===== config.mk =====
export PLATFORM = sky130hd
export DESIGN_NAME = affine_mv_gen_seq
export DESIGN_NICKNAME = d
export VERILOG_FILES = /design/src/rtl/affine_mv_gen_seq.sv
export SDC_FILE = /design/constraint.sdc
export NUM_CORES = 1
export LEC_CHECK = 0
export BUFFER_PORTS_ARGS = -buffer_cell sky130_fd_sc_hd__buf_2
export CAP_MARGIN = 30
export CORE_MARGIN = 10
export CORE_UTILIZATION = 60
export CTS_CLUSTER_SIZE = 14
export DETAILED_ROUTE_END_ITERATION = 8
export PLACE_DENSITY_LB_ADDON = 0.08
export SYNTH_ARGS = -nofsm -noshare
export SYNTH_HDL_FRONTEND = slang
export SYNTH_SLANG_ARGS = --single-unit

===== constraint.sdc =====
create_clock -name CLK -period 6.3 [get_ports CLK]
set_clock_uncertainty 0.05 [all_clocks]
set_input_delay 0.945 -clock CLK [delete_from_list [all_inputs] [get_ports CLK]]
set_output_delay 0.945 -clock CLK [all_outputs]
set_load 0.03 [all_outputs]

===== src/rtl/affine_mv_gen_seq.sv =====
// Sequential 4/6-parameter affine MV generator: one 1/16-pel MV per 4x4 sub-block, raster order.
// Build option MV_CLIP_EN: saturate MVs to OUT_W bits (default build wraps).
module affine_mv_gen_seq #(
    parameter int MV_W      = 16,
    parameter int OUT_W     = 16,
    parameter int COORD_W   = 8,
    parameter int LOG2_CU_W = 3,
    parameter int LOG2_CU_H = 3
) (
    input  logic                 CLK,
    input  logic                 RST_ASYNC_N,
    input  logic                 START,
    input  logic                 MODE_6PARAM,
    input  logic [COORD_W-1:0]   COORD_X,
    input  logic [COORD_W-1:0]   COORD_Y,
    input  logic [2*MV_W-1:0]    CPMV_0,
    input  logic [2*MV_W-1:0]    CPMV_1,
    input  logic [2*MV_W-1:0]    CPMV_2,
    output logic                 BUSY,
    output logic                 OUT_VALID,
    input  logic                 OUT_READY,
    output logic [OUT_W-5:0]     OUT_MV_X_INTEGER,
    output logic [3:0]           OUT_MV_X_FRAC,
    output logic [OUT_W-5:0]     OUT_MV_Y_INTEGER,
    output logic [3:0]           OUT_MV_Y_FRAC,
    output logic                 INTERP_X,
    output logic                 INTERP_Y,
    output logic [COORD_W-1:0]   OUT_POS_X,
    output logic [COORD_W-1:0]   OUT_POS_Y,
    output logic                 OUT_LAST,
    output logic                 DONE
);

    localparam int SX = 7 - LOG2_CU_W;
    localparam int SY = 7 - LOG2_CU_H;
    localparam int CW = LOG2_CU_W - 2;
    localparam int RW = LOG2_CU_H - 2;
    localparam int DW = MV_W + 5;
    localparam int AW = ((MV_W > OUT_W) ? MV_W : OUT_W) + 16;

    typedef enum logic [1:0] {
        S_IDLE,
        S_LOAD,
        S_RUN,
        S_FIN
    } state_t;

    state_t state, state_n;

    logic                      mode_q;
    logic [COORD_W-1:0]        cx_q, cy_q;
    logic signed [MV_W-1:0]    mv0h, mv0v, mv1h, mv1v, mv2h, mv2v;
    logic signed [DW-1:0]      da, db, dc, dd;
    logic signed [DW-1:0]      d1h, d1v, d2h, d2v;
    logic [CW-1:0]             col;
    logic [RW-1:0]             row;
    logic                      gen_done;

    logic [OUT_W-1:0]          mvx_q, mvy_q;
    logic [COORD_W-1:0]        posx_q, posy_q;
    logic                      valid_q, last_q;

    logic signed [AW-1:0]      xs, ys, acc_x, acc_y;
    logic                      sb_last, load_sb, xfer;

`ifdef MV_CLIP_EN
    localparam logic signed [AW-1:0] MV_MAX =
        {{(AW-OUT_W+1){1'b0}}, {(OUT_W-1){1'b1}}};
    localparam logic signed [AW-1:0] MV_MIN =
        {{(AW-OUT_W+1){1'b1}}, {(OUT_W-1){1'b0}}};
`endif

    // Drop the 7 rounding bits and reduce to OUT_W.
    function automatic logic [OUT_W-1:0] reduce(input logic signed [AW-1:0] v);
`ifdef MV_CLIP_EN
        logic signed [AW-1:0] sh;
        sh = v >>> 7;
        if (sh > MV_MAX) return MV_MAX[OUT_W-1:0];
        if (sh < MV_MIN) return MV_MIN[OUT_W-1:0];
        return sh[OUT_W-1:0];
`else
        return OUT_W'(v >>> 7);
`endif
    endfunction

    always_comb begin
        d1h = DW'(mv1h) - DW'(mv0h);
        d1v = DW'(mv1v) - DW'(mv0v);
        d2h = DW'(mv2h) - DW'(mv0h);
        d2v = DW'(mv2v) - DW'(mv0v);
    end

    always_comb begin
        xs    = AW'({1'b0, col, 2'b10});
        ys    = AW'({1'b0, row, 2'b10});
        acc_x = (AW'(mv0h) <<< 7) + AW'(da) * xs + AW'(dc) * ys + AW'(64);
        acc_y = (AW'(mv0v) <<< 7) + AW'(db) * xs + AW'(dd) * ys + AW'(64);
    end

    always_comb begin
        sb_last = (&col) && (&row);
        xfer    = valid_q && OUT_READY;
        load_sb = (state == S_RUN) && !gen_done && (!valid_q || OUT_READY);
    end

    always_ff @(posedge CLK or negedge RST_ASYNC_N) begin
        if (!RST_ASYNC_N) state <= S_IDLE;
        else              state <= state_n;
    end

    always_comb begin
        state_n = state;
        unique case (state)
            S_IDLE: if (START) state_n = S_LOAD;
            S_LOAD: state_n = S_RUN;
            S_RUN:  if (xfer && last_q) state_n = S_FIN;
            S_FIN:  state_n = S_IDLE;
            default: state_n = S_IDLE;
        endcase
    end

    always_ff @(posedge CLK or negedge RST_ASYNC_N) begin
        if (!RST_ASYNC_N) begin
            mode_q   <= 1'b0;
            cx_q     <= '0;
            cy_q     <= '0;
            mv0h     <= '0;
            mv0v     <= '0;
            mv1h     <= '0;
            mv1v     <= '0;
            mv2h     <= '0;
            mv2v     <= '0;
            da       <= '0;
            db       <= '0;
            dc       <= '0;
            dd       <= '0;
            col      <= '0;
            row      <= '0;
            gen_done <= 1'b0;
            mvx_q    <= '0;
            mvy_q    <= '0;
            posx_q   <= '0;
            posy_q   <= '0;
            valid_q  <= 1'b0;
            last_q   <= 1'b0;
        end else begin
            if (state == S_IDLE && START) begin
                mode_q <= MODE_6PARAM;
                cx_q   <= COORD_X;
                cy_q   <= COORD_Y;
                mv0h   <= CPMV_0[2*MV_W-1:MV_W];
                mv0v   <= CPMV_0[MV_W-1:0];
                mv1h   <= CPMV_1[2*MV_W-1:MV_W];
                mv1v   <= CPMV_1[MV_W-1:0];
                mv2h   <= CPMV_2[2*MV_W-1:MV_W];
                mv2v   <= CPMV_2[MV_W-1:0];
            end

            if (state == S_LOAD) begin
                da       <= d1h <<< SX;
                db       <= d1v <<< SX;
                dc       <= mode_q ? (d2h <<< SY) : -(d1v <<< SX);
                dd       <= mode_q ? (d2v <<< SY) : (d1h <<< SX);
                col      <= '0;
                row      <= '0;
                gen_done <= 1'b0;
            end

            if (load_sb) begin
                valid_q <= 1'b1;
                last_q  <= sb_last;
                mvx_q   <= reduce(acc_x);
                mvy_q   <= reduce(acc_y);
                posx_q  <= cx_q + COORD_W'({col, 2'b00});
                posy_q  <= cy_q + COORD_W'({row, 2'b00});
                if (&col) begin
                    col <= '0;
                    row <= row + RW'(1);
                end else begin
                    col <= col + CW'(1);
                end
                if (sb_last) gen_done <= 1'b1;
            end else if (xfer) begin
                valid_q <= 1'b0;
                last_q  <= 1'b0;
            end
        end
    end

    assign BUSY             = (state != S_IDLE);
    assign DONE             = (state == S_FIN);
    assign OUT_VALID        = valid_q;
    assign OUT_LAST         = last_q;
    assign OUT_MV_X_INTEGER = mvx_q[OUT_W-1:4];
    assign OUT_MV_X_FRAC    = mvx_q[3:0];
    assign OUT_MV_Y_INTEGER = mvy_q[OUT_W-1:4];
    assign OUT_MV_Y_FRAC    = mvy_q[3:0];
    assign INTERP_X         = |mvx_q[3:0];
    assign INTERP_Y         = |mvy_q[3:0];
    assign OUT_POS_X        = posx_q;
    assign OUT_POS_Y        = posy_q;

endmodule

; Word level (Yosys, flattened, before mapping)
; Index checks and enable logic that the tools add are counted.
[word_totals]
regBits = 244
latch_bits = 0
ram_bits = 0
mem_bits_ro = 0
mem_count = 0
[classes]
addsub = 15
mul = 4
n_div = 0
n_lt_le_gt_ge = 0
n_eq_ne = 5
n_shift = 0
muxes = 17
bitwise = 0
reduce_logical = 16
[ops]
columns = cell, count
row1 = $add 23x23->23, 4
row2 = $sub 16x16->17, 4
row3 = $add 23x8->23 const B, 2
row4 = $mul 21x3->22, 2
row5 = $mux 21, 2
row6 = $mul 17x3->18, 2
row7 = $neg 21->21, 1
row8 = $add 8x3->8, 2
row9 = $mux 1, 12
row10 = $pmux 2 s4, 1
row11 = $reduce_or 4->1, 2
row12 = $logic_and 1x1->1, 6
row13 = $reduce_bool 2->1, 3
row14 = $eq 2x2->1 const B, 2
row15 = $mux 2, 2
row16 = $add 1x1->1 const B, 2
row17 = $eq 2x1->1 const B, 1
row18 = $logic_not 1->1, 2
row19 = $logic_not 2->1, 1
row20 = $ne 2x1->1 const B, 1
row21 = $ne 2x2->1 const B, 1
row22 = $reduce_and 2->1, 1
row23 = $logic_or 1x1->1, 1

; Logic depth before layout (Yosys ltp)
; Gate-level depths: netlist (run 1).
[logic_depth]
depth_word = 4
depth_mapped = 27
ltp_nobuf = 25

; Worst setup path before layout (run 1)
; Ideal clock, no wire load.
[synth_timing]
path_kind = flip-flop to flip-flop
start = reg row
end = reg mvy_q[15]
setup_time_ns = 0.129
t_arrival_ns = 5.274
path_slack_ns = 0.846
stages_incl_launch_ff = 24
n_path_buf = 2
period_less_slack_ns = 5.454
path_cell_list = dfrtp_1 -> buf_2 -> clkbuf_1 -> and2_1 -> ha_1 -> ha_1 -> fa_1 -> a21o_1 -> a21oi_1 -> o21bai_1 -> a21o_1 -> a21oi_1 -> o21ai_1 -> o41ai_2 -> or4b_1 -> o211ai_1 -> fa_1 -> ha_1 -> and3_1 -> a2111oi_0 -> o211ai_1 -> xnor2_1 -> xnor2_1 -> o21ai_1
[synth_between]
elab_chain_len = 3
[synth_rtl]
columns = element, line_no
row1 = start: declaration, 56  ; logic [RW-1:0] row;
row2 = start signal: assignment, 178  ; row <= row + RW'(1);
row3 = $mul 21x3->22, 97  ; acc_y = (AW'(mv0v) <<< 7) + AW'(db) * xs + AW'(dd) * ys + AW'(64);
row4 = $add 23x23->23, 97
row5 = $add 23x8->23, 97
row6 = end signal: assignment, 173  ; mvy_q <= reduce(acc_y);
row7 = end: declaration, 59  ; logic [OUT_W-1:0] mvx_q, mvy_q;
; Every way passes these cells.
; A chain may end at the register's enable or synchronous reset.

; Final worst setup path (run 1)
[layout_timing]
start = reg dd[5]
end = reg mvy_q[15]
[layout_between]
elab_chain_len = 3
[layout_rtl]
columns = element, line_no
row1 = start: declaration, 53  ; logic signed [DW-1:0] da, db, dc, dd;
row2 = start signal: assignment, 163  ; dd <= mode_q ? (d2v <<< SY) : (d1h <<< SX);
row3 = $mul 21x3->22, 97
row4 = $add 23x23->23, 97
row5 = $add 23x8->23, 97
; Every way passes these cells.

==> impl_metrics.py, run 1 <==
metrics = {
    "cells_and_area": {
        "postLayoutCellArea_um2": 20670,
        "fillers": 2555,
        "seqCellArea_um2": 5906,
        "drive_gt1_share_pct": 17.69,
        "diodes": 0,
        "synthToLayoutAreaGrowth_pct": 10.82,
        "multiInputGateArea_um2": 11940,
        "fin_util_pct": 67.40,
        "layout.nets": 2489,
    },
    "timing": {
        "maxSlewViolCount": 0,
        "rsz0062_at_grt": "no",
        "finalCritPeriodShare_pct": 91.86,
        "hold-worst-slack_ns": 0.3350,
        "fin_tns_setup_ns": 0,
        "fmax_mhz": 172.8,
        "min_period_ns": 5.787,
        "worst_slew_pin_slew_ns": 1.002,
        "setup_violations": 0,
        "hold_viol": 0,
        "max_slew_margin_pct": 33.19,
    },
    "cts": {
        "h-tree-depth": 1,
        "clkTransAtPathRegs_ns": 0.06,
        "cts.path.max_buffers": 3,
        "cts-hold-fix-buffers": 0,
        "post_cts_buffers": 0,
        "clock-sinks": 236,
        "root_buffer": "clkbuf_16",
        "insertion_delay_ns": 0.56,
        "cts_resized": 0,
        "cts_made_buffers": 25,
        "cts_tree": "yes",
    },
    "status": {
        "status": "finished clean",
    },
    "die": {
        "start_util_pct": 60.82,
        "core_area_um2": 30670,
        "die_area_um2": 38540,
        "ios": 171,
        "fp.dieW_um": 196.3,
        "die_h_um": 196.3,
        "row_count": 64,
    },
    "placement": {
        "place_area_um2": 19870,
        "io_buffers": 170,
        "place_hpwl_um": 37000,
        "gp_congestion": 0.9094,
    },
    "global_routing": {
        "grt-ovfl-total": 0,
        "grt_pass1_wl_um": 74350,
        "track_usage_pct": 23.46,
        "antenna_found_initial": 0,
        "grt_pass1_vias": 14396,
        "grt_max_degree": 121,
    },
    "hold_path": {
        "hp-class": "in2async",
    },
    "logic_synthesis": {
        "syn_area_um2": 18650,
        "netlist_instances": 1949,
        "synth_cell_types": 86,
        "synthesis.nets": 2336,
        "synth-seq-cells": 236,
        "yosysSeqAreaShare_pct": 31.66,
        "synthArstFlopShare_pct": 100.0,
        "ys.flop_type": "dfrtp_1",
        "ys_warn_count": 0,
        "synth_edf_count": 0,
        "synth_area_per_cell_um2": 9.570,
    },
    "routing": {
        "drc": 0,
        "drt_pass1_iterations": 5,
        "routed_wl_um": 45910,
        "postRouteAntennaNets": 0,
        "wire_per_inst_um": 18.25,
        "via_per_inst": 5.741,
        "drt_iter0_drc": 807,
        "via_count": 14444,
    },
    "run": {
        "maxCapViolCount": 0,
    },
    "setup_path": {
        "cp.arrival_ns": 6.12,
        "path_class": "reg2reg",
        "rrSetupSlack_ns": 0.51,
        "required_ns": 6.64,
        "worst_setup_path_end_kind": "register",
        "start_kind": "register",
        "cp_max_fo": 4,
    },
}
==> registers in the layout, summed over array words and instances, names as in the netlist, 8 cells and up <==
register   count
mvy_q         16
OUT_POS_Y      8
dc            17
cx_q           8
mv2v          16
mvx_q         16
mv0v          16
dd            17
mv2h          16
da            17
mv1h          16
cy_q           8
mv0h          16
mv1v          16
OUT_POS_X      8
db            17
==> synthesized netlist by cell type, drive strengths merged (28+ instances only) <==
library cell	count	share of area [%]
nand2	144	2.9
nor3	51	1.4
mux2	138	8.3
inv	160	3.2
nor2	122	2.5
ha	230	15
clkbuf	37	0.80
o21ai	97	2.6
and2	71	2.4
xnor2	85	4.0
nand3	38	1.0
a21o	28	1.1
a21oi	117	3.2
xor2	59	2.8
fa	40	4.3
dfrtp	236	32
==> per-layer routing <==
metal  GRT usage, %  routed length (µm)  up-vias
met5              0                   0        -
met4          6.533                1306        0
met3          3.922                2947       70
met2          34.96               19110      410
met1          34.36               22540     6840
li1               -                   -     7124
==> final timing paths <==
check / start / end / cells after the start
max: dd[5]$_DFFE_PN0P_ / mvy_q[15]$_DFFE_PN0P_ / 21
min: RST_ASYNC_N / mvy_q[1]$_DFFE_PN0P_ / 1
max reg2reg: dd[5]$_DFFE_PN0P_ / mvy_q[15]$_DFFE_PN0P_ / 21
min reg2reg: cx_q[1]$_DFFE_PN0P_ / OUT_POS_X[1]$_DFFE_PN0P_ / 2
max in group asynchronous: RST_ASYNC_N / mv0h[8]$_DFFE_PN0P_ / 2
min in group CLK: cx_q[1]$_DFFE_PN0P_ / OUT_POS_X[1]$_DFFE_PN0P_ / 2
==> layout by cell type, fill, tap and decap left out, types with 8 or more instances in the layout <==
cell       netlist  layout
nor2_1         122     122
fa_1            40      40
a21boi_0         9       9
a211oi_1        13      13
ha_1           230     229
buf_2            3     169
nand3b_1         9       9
xnor2_1         85      85
a211o_1          8       8
dfrtp_1        236     236
clkbuf_1        36       9
nor2b_1         25      25
mux2i_1         17      17
nand3_1         38      37
o211ai_1        10      10
o21ai_0         90      90
o21a_1          22      22
and3_1          16      16
a21o_1          28      28
mux2_2         137     137
nand2b_1        18      18
nand2_1        144     143
inv_1          160     160
clkbuf_16        0      25
o21bai_1        15      15
and2_1          69      69
buf_4            1       8
nor3_1          50      50
a21oi_1        116     116
a31oi_1         17      17
xor2_1          59      59
==> metrics by stage <==
step / setup WS, ns / std cells
CTS: 0.5566 / 2516
finish: 0.5125 / 2516
global placement: 0.8096 / 2471
global route: 0.07511 / 2516
floorplan: 0.8464 / 1949
detailed placement: 0.5801 / 2471
==> logic make-up (layout without fill, tap and decap cells) <==
logic type / after synthesis / count (layout) / share of synthesized area (%)
buffers and inverters: 212 / 383 / 4.481
AOI/OAI and AO/OA: 393 / 393 / 13.52
muxes: 155 / 155 / 9.244
xor gates and xnor gates: 145 / 145 / 6.883
and+or+nand+nor: 538 / 538 / 14.48
DFF: 236 / 236 / 31.66
adders and majority gates: 270 / 270 / 19.72
==> area by class of cell <==
class / count / share of cell area (%)
well taps: 396 / 2.397
clock inverters: 6 / 0.3692
inverters: 160 / 2.906
flip-flops and latches: 236 / 28.57
multi-input cells: 1501 / 57.78
clock buffers: 39 / 3.523
repair buffers: 178 / 4.455
==> critical path: stages, from the launching register on <==
cell,delay (ns)
dfrtp_1,0.39
and2_1,0.16
ha_1,0.27
ha_1,0.23
fa_1,0.41
a21o_1,0.19
a21oi_1,0.23
o21bai_1,0.09
a21o_1,0.20
a21oi_1,0.20
o21ai_1,0.14
o41ai_2,0.33
or4b_1,0.47
o211ai_1,0.16
fa_1,0.47
ha_1,0.37
and3_1,0.18
a2111oi_0,0.44
o211ai_1,0.18
xnor2_1,0.25
xnor2_1,0.14
o21ai_1,0.07
Power of run 1 is not shown: default switching activity piles up to over one toggle a cycle in this logic, so the estimate is an artifact.
==> run 2: changes to the inputs <==
- GPL_TIMING_DRIVEN: unset -> 0
==> impl_metrics.py, run 2 (synthesis results as in run 1) <==
metrics = {
    "placement": {
        "place_hpwl_um": 40940,
        "place_area_um2": 20060,
        "gp_congestion": 0.9355,
        "io_buffers": 170,
        "place_ws_ns": -0.1173,
    },
    "cts": {
        "clkTransAtPathRegs_ns": 0.06,
        "post_cts_buffers": 0,
        "insertion_delay_ns": 0.54,
        "cts_made_buffers": 27,
        "cts.path.max_buffers": 3,
        "h-tree-depth": 1,
        "cts-hold-fix-buffers": 0,
        "cts_tree": "yes",
        "clock-sinks": 236,
        "root_buffer": "clkbuf_16",
    },
    "timing": {
        "min_period_ns": 5.958,
        "finalCritPeriodShare_pct": 94.58,
        "hold_viol": 0,
        "fmax_mhz": 167.8,
        "worst_slew_pin_slew_ns": 1.022,
        "setup_slack_ns": 0.3418,
        "maxSlewViolCount": 0,
        "setup_violations": 0,
        "max_slew_margin_pct": 31.85,
    },
    "routing": {
        "drc": 0,
        "postRouteAntennaNets": 0,
        "routed_wl_um": 49490,
        "via_per_inst": 5.756,
        "via_count": 14753,
        "drt_pass1_iterations": 5,
        "drt_iter0_drc": 911,
        "wire_per_inst_um": 19.31,
    },
    "hold_path": {
        "hp-class": "in2async",
    },
    "global_routing": {
        "grt_pass1_wl_um": 78350,
        "grt_pass1_vias": 14689,
        "grt-ovfl-total": 0,
        "track_usage_pct": 25.22,
        "grt_max_degree": 100,
        "antenna_found_initial": 0,
    },
    "cells_and_area": {
        "fillers": 2480,
        "diodes": 0,
        "final_common_cell": "dfrtp_1",
        "final_cell_mix": "dfrtp_1 (236), ha_1 (229), buf_2 (171)",
        "layout.nets": 2538,
        "postLayoutCellArea_um2": 21050,
        "drive_gt1_share_pct": 18.18,
        "synthToLayoutAreaGrowth_pct": 12.84,
        "fin_util_pct": 68.62,
    },
    "setup_path": {
        "required_ns": 6.66,
        "cp_max_fo": 10,
        "cp.arrival_ns": 6.31,
        "path_class": "reg2reg",
        "start_kind": "register",
        "worst_setup_path_end_kind": "register",
    },
    "die": {
        "core_area_um2": 30670,
        "row_count": 64,
        "die_area_um2": 38540,
        "start_util_pct": 60.82,
        "fp.dieW_um": 196.3,
        "ios": 171,
        "die_h_um": 196.3,
    },
    "run": {
        "maxCapViolCount": 0,
    },
    "status": {
        "status": "finished clean",
    },
}
-- run 2: cell types whose count changed in the layout (fill, tap and decap cells not counted), moves of 3 or more --
cell,previous run,this run
clkbuf_1,9,35
buf_1,0,8
buf_4,8,2
clkbuf_2,0,4
buf_6,0,3
clkbuf_8,5,8
-- run 2: area by class of cell --
type | instances | area, µm² | area share (%)
timing repair buffer | 173 | 930.9 | 4.423
tap | 396 | 495.5 | 2.354
clock buffer | 38 | 787.0 | 3.739
clock inverter | 7 | 120.1 | 0.5707
buffer | 52 | 246.5 | 1.171
multi-input combinational | 1501 | 11960 | 56.83
inverter | 160 | 600.6 | 2.854
sequential | 236 | 5906 | 28.06
-- run 2: routing by layer --
layer / routed length, µm / vias to the layer above / track usage, %
li1: - / 7247 / -
met1: 23070 / 7032 / 35.07
met4: 1402 / 0 / 7.353
met3: 3386 / 63 / 4.655
met5: 0 / - / 0
met2: 21620 / 411 / 39.28
-- run 2: repair_timing --
item	in CTS	in global routing
cloned	0	0
setup endpoints to repair	1	2
pin swaps	0	7
gates resized for setup	2	20
-- run 2: worst paths after layout --
check	from	end	slack, ns	cells after the start
max	row$_DFF_PN0_	mvy_q[15]$_DFFE_PN0P_	0.34	25
min	RST_ASYNC_N	cx_q[1]$_DFFE_PN0P_	0.28	1
max reg2reg	row$_DFF_PN0_	mvy_q[15]$_DFFE_PN0P_	0.34	25
min reg2reg	OUT_POS_X[3]$_DFFE_PN0P_	OUT_POS_X[3]$_DFFE_PN0P_	0.42	2
max in group asynchronous	RST_ASYNC_N	mv1h[7]$_DFFE_PN0P_	5.05	2
min in group CLK	OUT_POS_X[3]$_DFFE_PN0P_	OUT_POS_X[3]$_DFFE_PN0P_	0.42	2
-- run 2: per-stage QoR --
stage	setup TNS [ns]	hold slack, ns	instances
after global routing	-0.008697	0.2897	2563
after global placement	0	0.3970	2515
after CTS	0	0.2758	2562
final	0	0.2777	2563
after detailed placement	-0.1173	0.4069	2517
after floorplan	0	0.3831	1949
-- run 2: worst max-delay path, cell delays in order (launching register included) --
cell	delay (ns)
dfrtp_1	0.40
buf_4	0.20
clkbuf_4	0.21
and2_1	0.16
ha_1	0.27
ha_1	0.23
fa_2	0.36
a21o_1	0.20
a21oi_2	0.16
o21bai_1	0.08
a21o_1	0.22
a21oi_2	0.18
o21ai_1	0.12
o41ai_2	0.42
or4b_4	0.50
o211ai_1	0.16
fa_2	0.26
xnor2_1	0.08
xnor2_1	0.25
xnor2_2	0.16
and3_1	0.23
a2111oi_2	0.33
o211ai_1	0.18
xnor2_1	0.19
xnor2_1	0.15
o21ai_1	0.07
Power of run 2 is left out for the same reason.
==> run 3: changes to the inputs <==
- CORE_UTILIZATION: 60 -> 39
==> impl_metrics.py, run 3 (synthesis results as in run 1) <==
metrics = {
    "timing": {
        "worst_slew_pin_slew_ns": 1.040,
        "rsz0062_at_grt": "yes",
        "hold_viol": 0,
        "min_period_ns": 6.092,
        "maxSlewViolCount": 0,
        "hold-worst-slack_ns": 0.2140,
        "fmax_mhz": 164.2,
        "max_slew_margin_pct": 30.63,
        "setup_violations": 0,
        "finalCritPeriodShare_pct": 96.69,
    },
    "global_routing": {
        "grt_pass1_wl_um": 87510,
        "grt_use_met3_pct": 3.158,
        "antenna_found_initial": 0,
        "grt_pass1_vias": 14869,
        "track_usage_pct": 19.77,
        "top_usage_layer": "met2",
        "globalRouteMet1Util_pct": 26.25,
        "grt-ovfl-total": 0,
        "grt_max_degree": 112,
        "gr-usage-met2_pct": 32.78,
    },
    "die": {
        "fp.dieW_um": 238.7,
        "start_util_pct": 39.23,
        "die_area_um2": 56970,
        "die_h_um": 238.7,
        "ios": 171,
        "row_count": 80,
        "core_area_um2": 47550,
    },
    "placement": {
        "gp_congestion": 0.8689,
        "io_buffers": 170,
        "place_hpwl_um": 46050,
    },
    "cts": {
        "h-tree-depth": 1,
        "cts-hold-fix-buffers": 0,
        "insertion_delay_ns": 0.59,
        "cts.path.max_buffers": 3,
        "cts_tree": "yes",
        "clock-sinks": 236,
        "cts_made_buffers": 30,
        "clkTransAtPathRegs_ns": 0.06,
        "root_buffer": "clkbuf_16",
    },
    "setup_path": {
        "reg2reg_to": "mvy_q[15]$_DFFE_PN0P_",
        "start_kind": "register",
        "path_class": "reg2reg",
        "cp_max_fo": 10,
        "rr_worst_depth": 23,
        "cp.arrival_ns": 6.49,
        "rrSetupSlack_ns": 0.21,
        "cp_top_family": "compound AO/OA/AOI/OAI gates",
        "crit_chain": "buf_6, clkbuf_2, and2_1, ha_1, ha_1, a21oi_1, o21ai_0, a2111oi_1, o21ai_0, nand3_1, nand3_1, nor2_1, xor2_1, fa_1, inv_1, ha_1, a21o_1, and3_1, a2111oi_2, o211ai_1, xnor2_2, xnor2_4, o21ai_1",
        "worst_path_most_repeated_cell": "ha_1",
        "r2r-start": "row$_DFF_PN0_",
        "crit_slowest_cell": "a2111oi_1",
        "worst_setup_path_end_kind": "register",
        "max_stage_delay_ns": 0.66,
        "crit_buf_inv": 3,
        "required_ns": 6.70,
    },
    "cells_and_area": {
        "final_cell_mix": "dfrtp_1 (235), ha_1 (229), buf_2 (171)",
        "diodes": 0,
        "drive_gt1_share_pct": 18.55,
        "synthToLayoutAreaGrowth_pct": 14.83,
        "final_common_cell": "dfrtp_1",
        "layout.nets": 2544,
        "fillers": 4696,
    },
    "routing": {
        "drt_pass1_iterations": 5,
        "via_count": 14772,
        "drc": 0,
        "postRouteAntennaNets": 0,
        "routed_wl_um": 56440,
        "drt_iter0_drc": 827,
        "wire_per_inst_um": 20.25,
        "via_per_inst": 5.300,
    },
    "run": {
        "maxCapViolCount": 0,
    },
    "hold_path": {
        "hp-class": "in2async",
    },
    "status": {
        "status": "finished clean",
    },
}
-- run 3: metal layers --
metal  up-vias  share of wire [%]
met3        70                4.6
met5         -                  0
met2       274                 47
met4         0                2.8
li1       7258                  -
met1      7170                 46
-- run 3: cell type report --
type	instances	area, µm²	share of cell area [%]
Multi-Input combinational cell	1501	12010	56.10
Sequential cell	236	5907	27.58
Timing Repair Buffer	177	964.7	4.504
Clock buffer	42	877.1	4.095
Tap cell	615	769.5	3.593
Inverter	160	600.6	2.804
Buffer	51	256.5	1.198
Clock inverter	5	27.53	0.1285
-- run 3: how the worst max path moves through the flow --
stage                    start                     to  slack, ns  depth (start not counted)
2_1_floorplan    row$_DFF_PN0_  mvy_q[15]$_DFFE_PN0P_       0.85                         23
3_3_place_gp   col$_DFFE_PN0P_  mvy_q[15]$_DFFE_PN0P_      -0.82                         26
3_5_place_dp   col$_DFFE_PN0P_  mvy_q[15]$_DFFE_PN0P_      -0.91                         26
4_1_cts          row$_DFF_PN0_  mvy_q[15]$_DFFE_PN0P_       0.02                         25
5_1_grt          row$_DFF_PN0_  mvy_q[15]$_DFFE_PN0P_      -0.13                         25
6_report         row$_DFF_PN0_  mvy_q[15]$_DFFE_PN0P_       0.21                         23
-- run 3: stage by stage --
step / cell area [µm²] / setup WS (ns) / std cells / setup TNS, ns / util [%]
after floorplan: 18650 / 0.8464 / 1949 / 0 / -
after global placement: 20270 / -0.8176 / 2734 / -69.41 / 42.64
after detailed placement: 20360 / -0.9145 / 2738 / -0.9854 / 42.83
after CTS: 21390 / 0.02073 / 2788 / 0 / 44.98
after global routing: 21420 / -0.1256 / 2787 / -0.1256 / 45.04
final: 21420 / 0.2084 / 2787 / 0 / 45.04
-- run 3: timing repair --
| action | CTS | global route |
|---|---|---|
| pin swaps | 8 | 12 |
| endpoints found under the setup margin | 2 | 2 |
| gates resized for setup | 23 | 11 |
| setup buffers | 3 | 0 |
Power of run 3 is left out for the same reason.
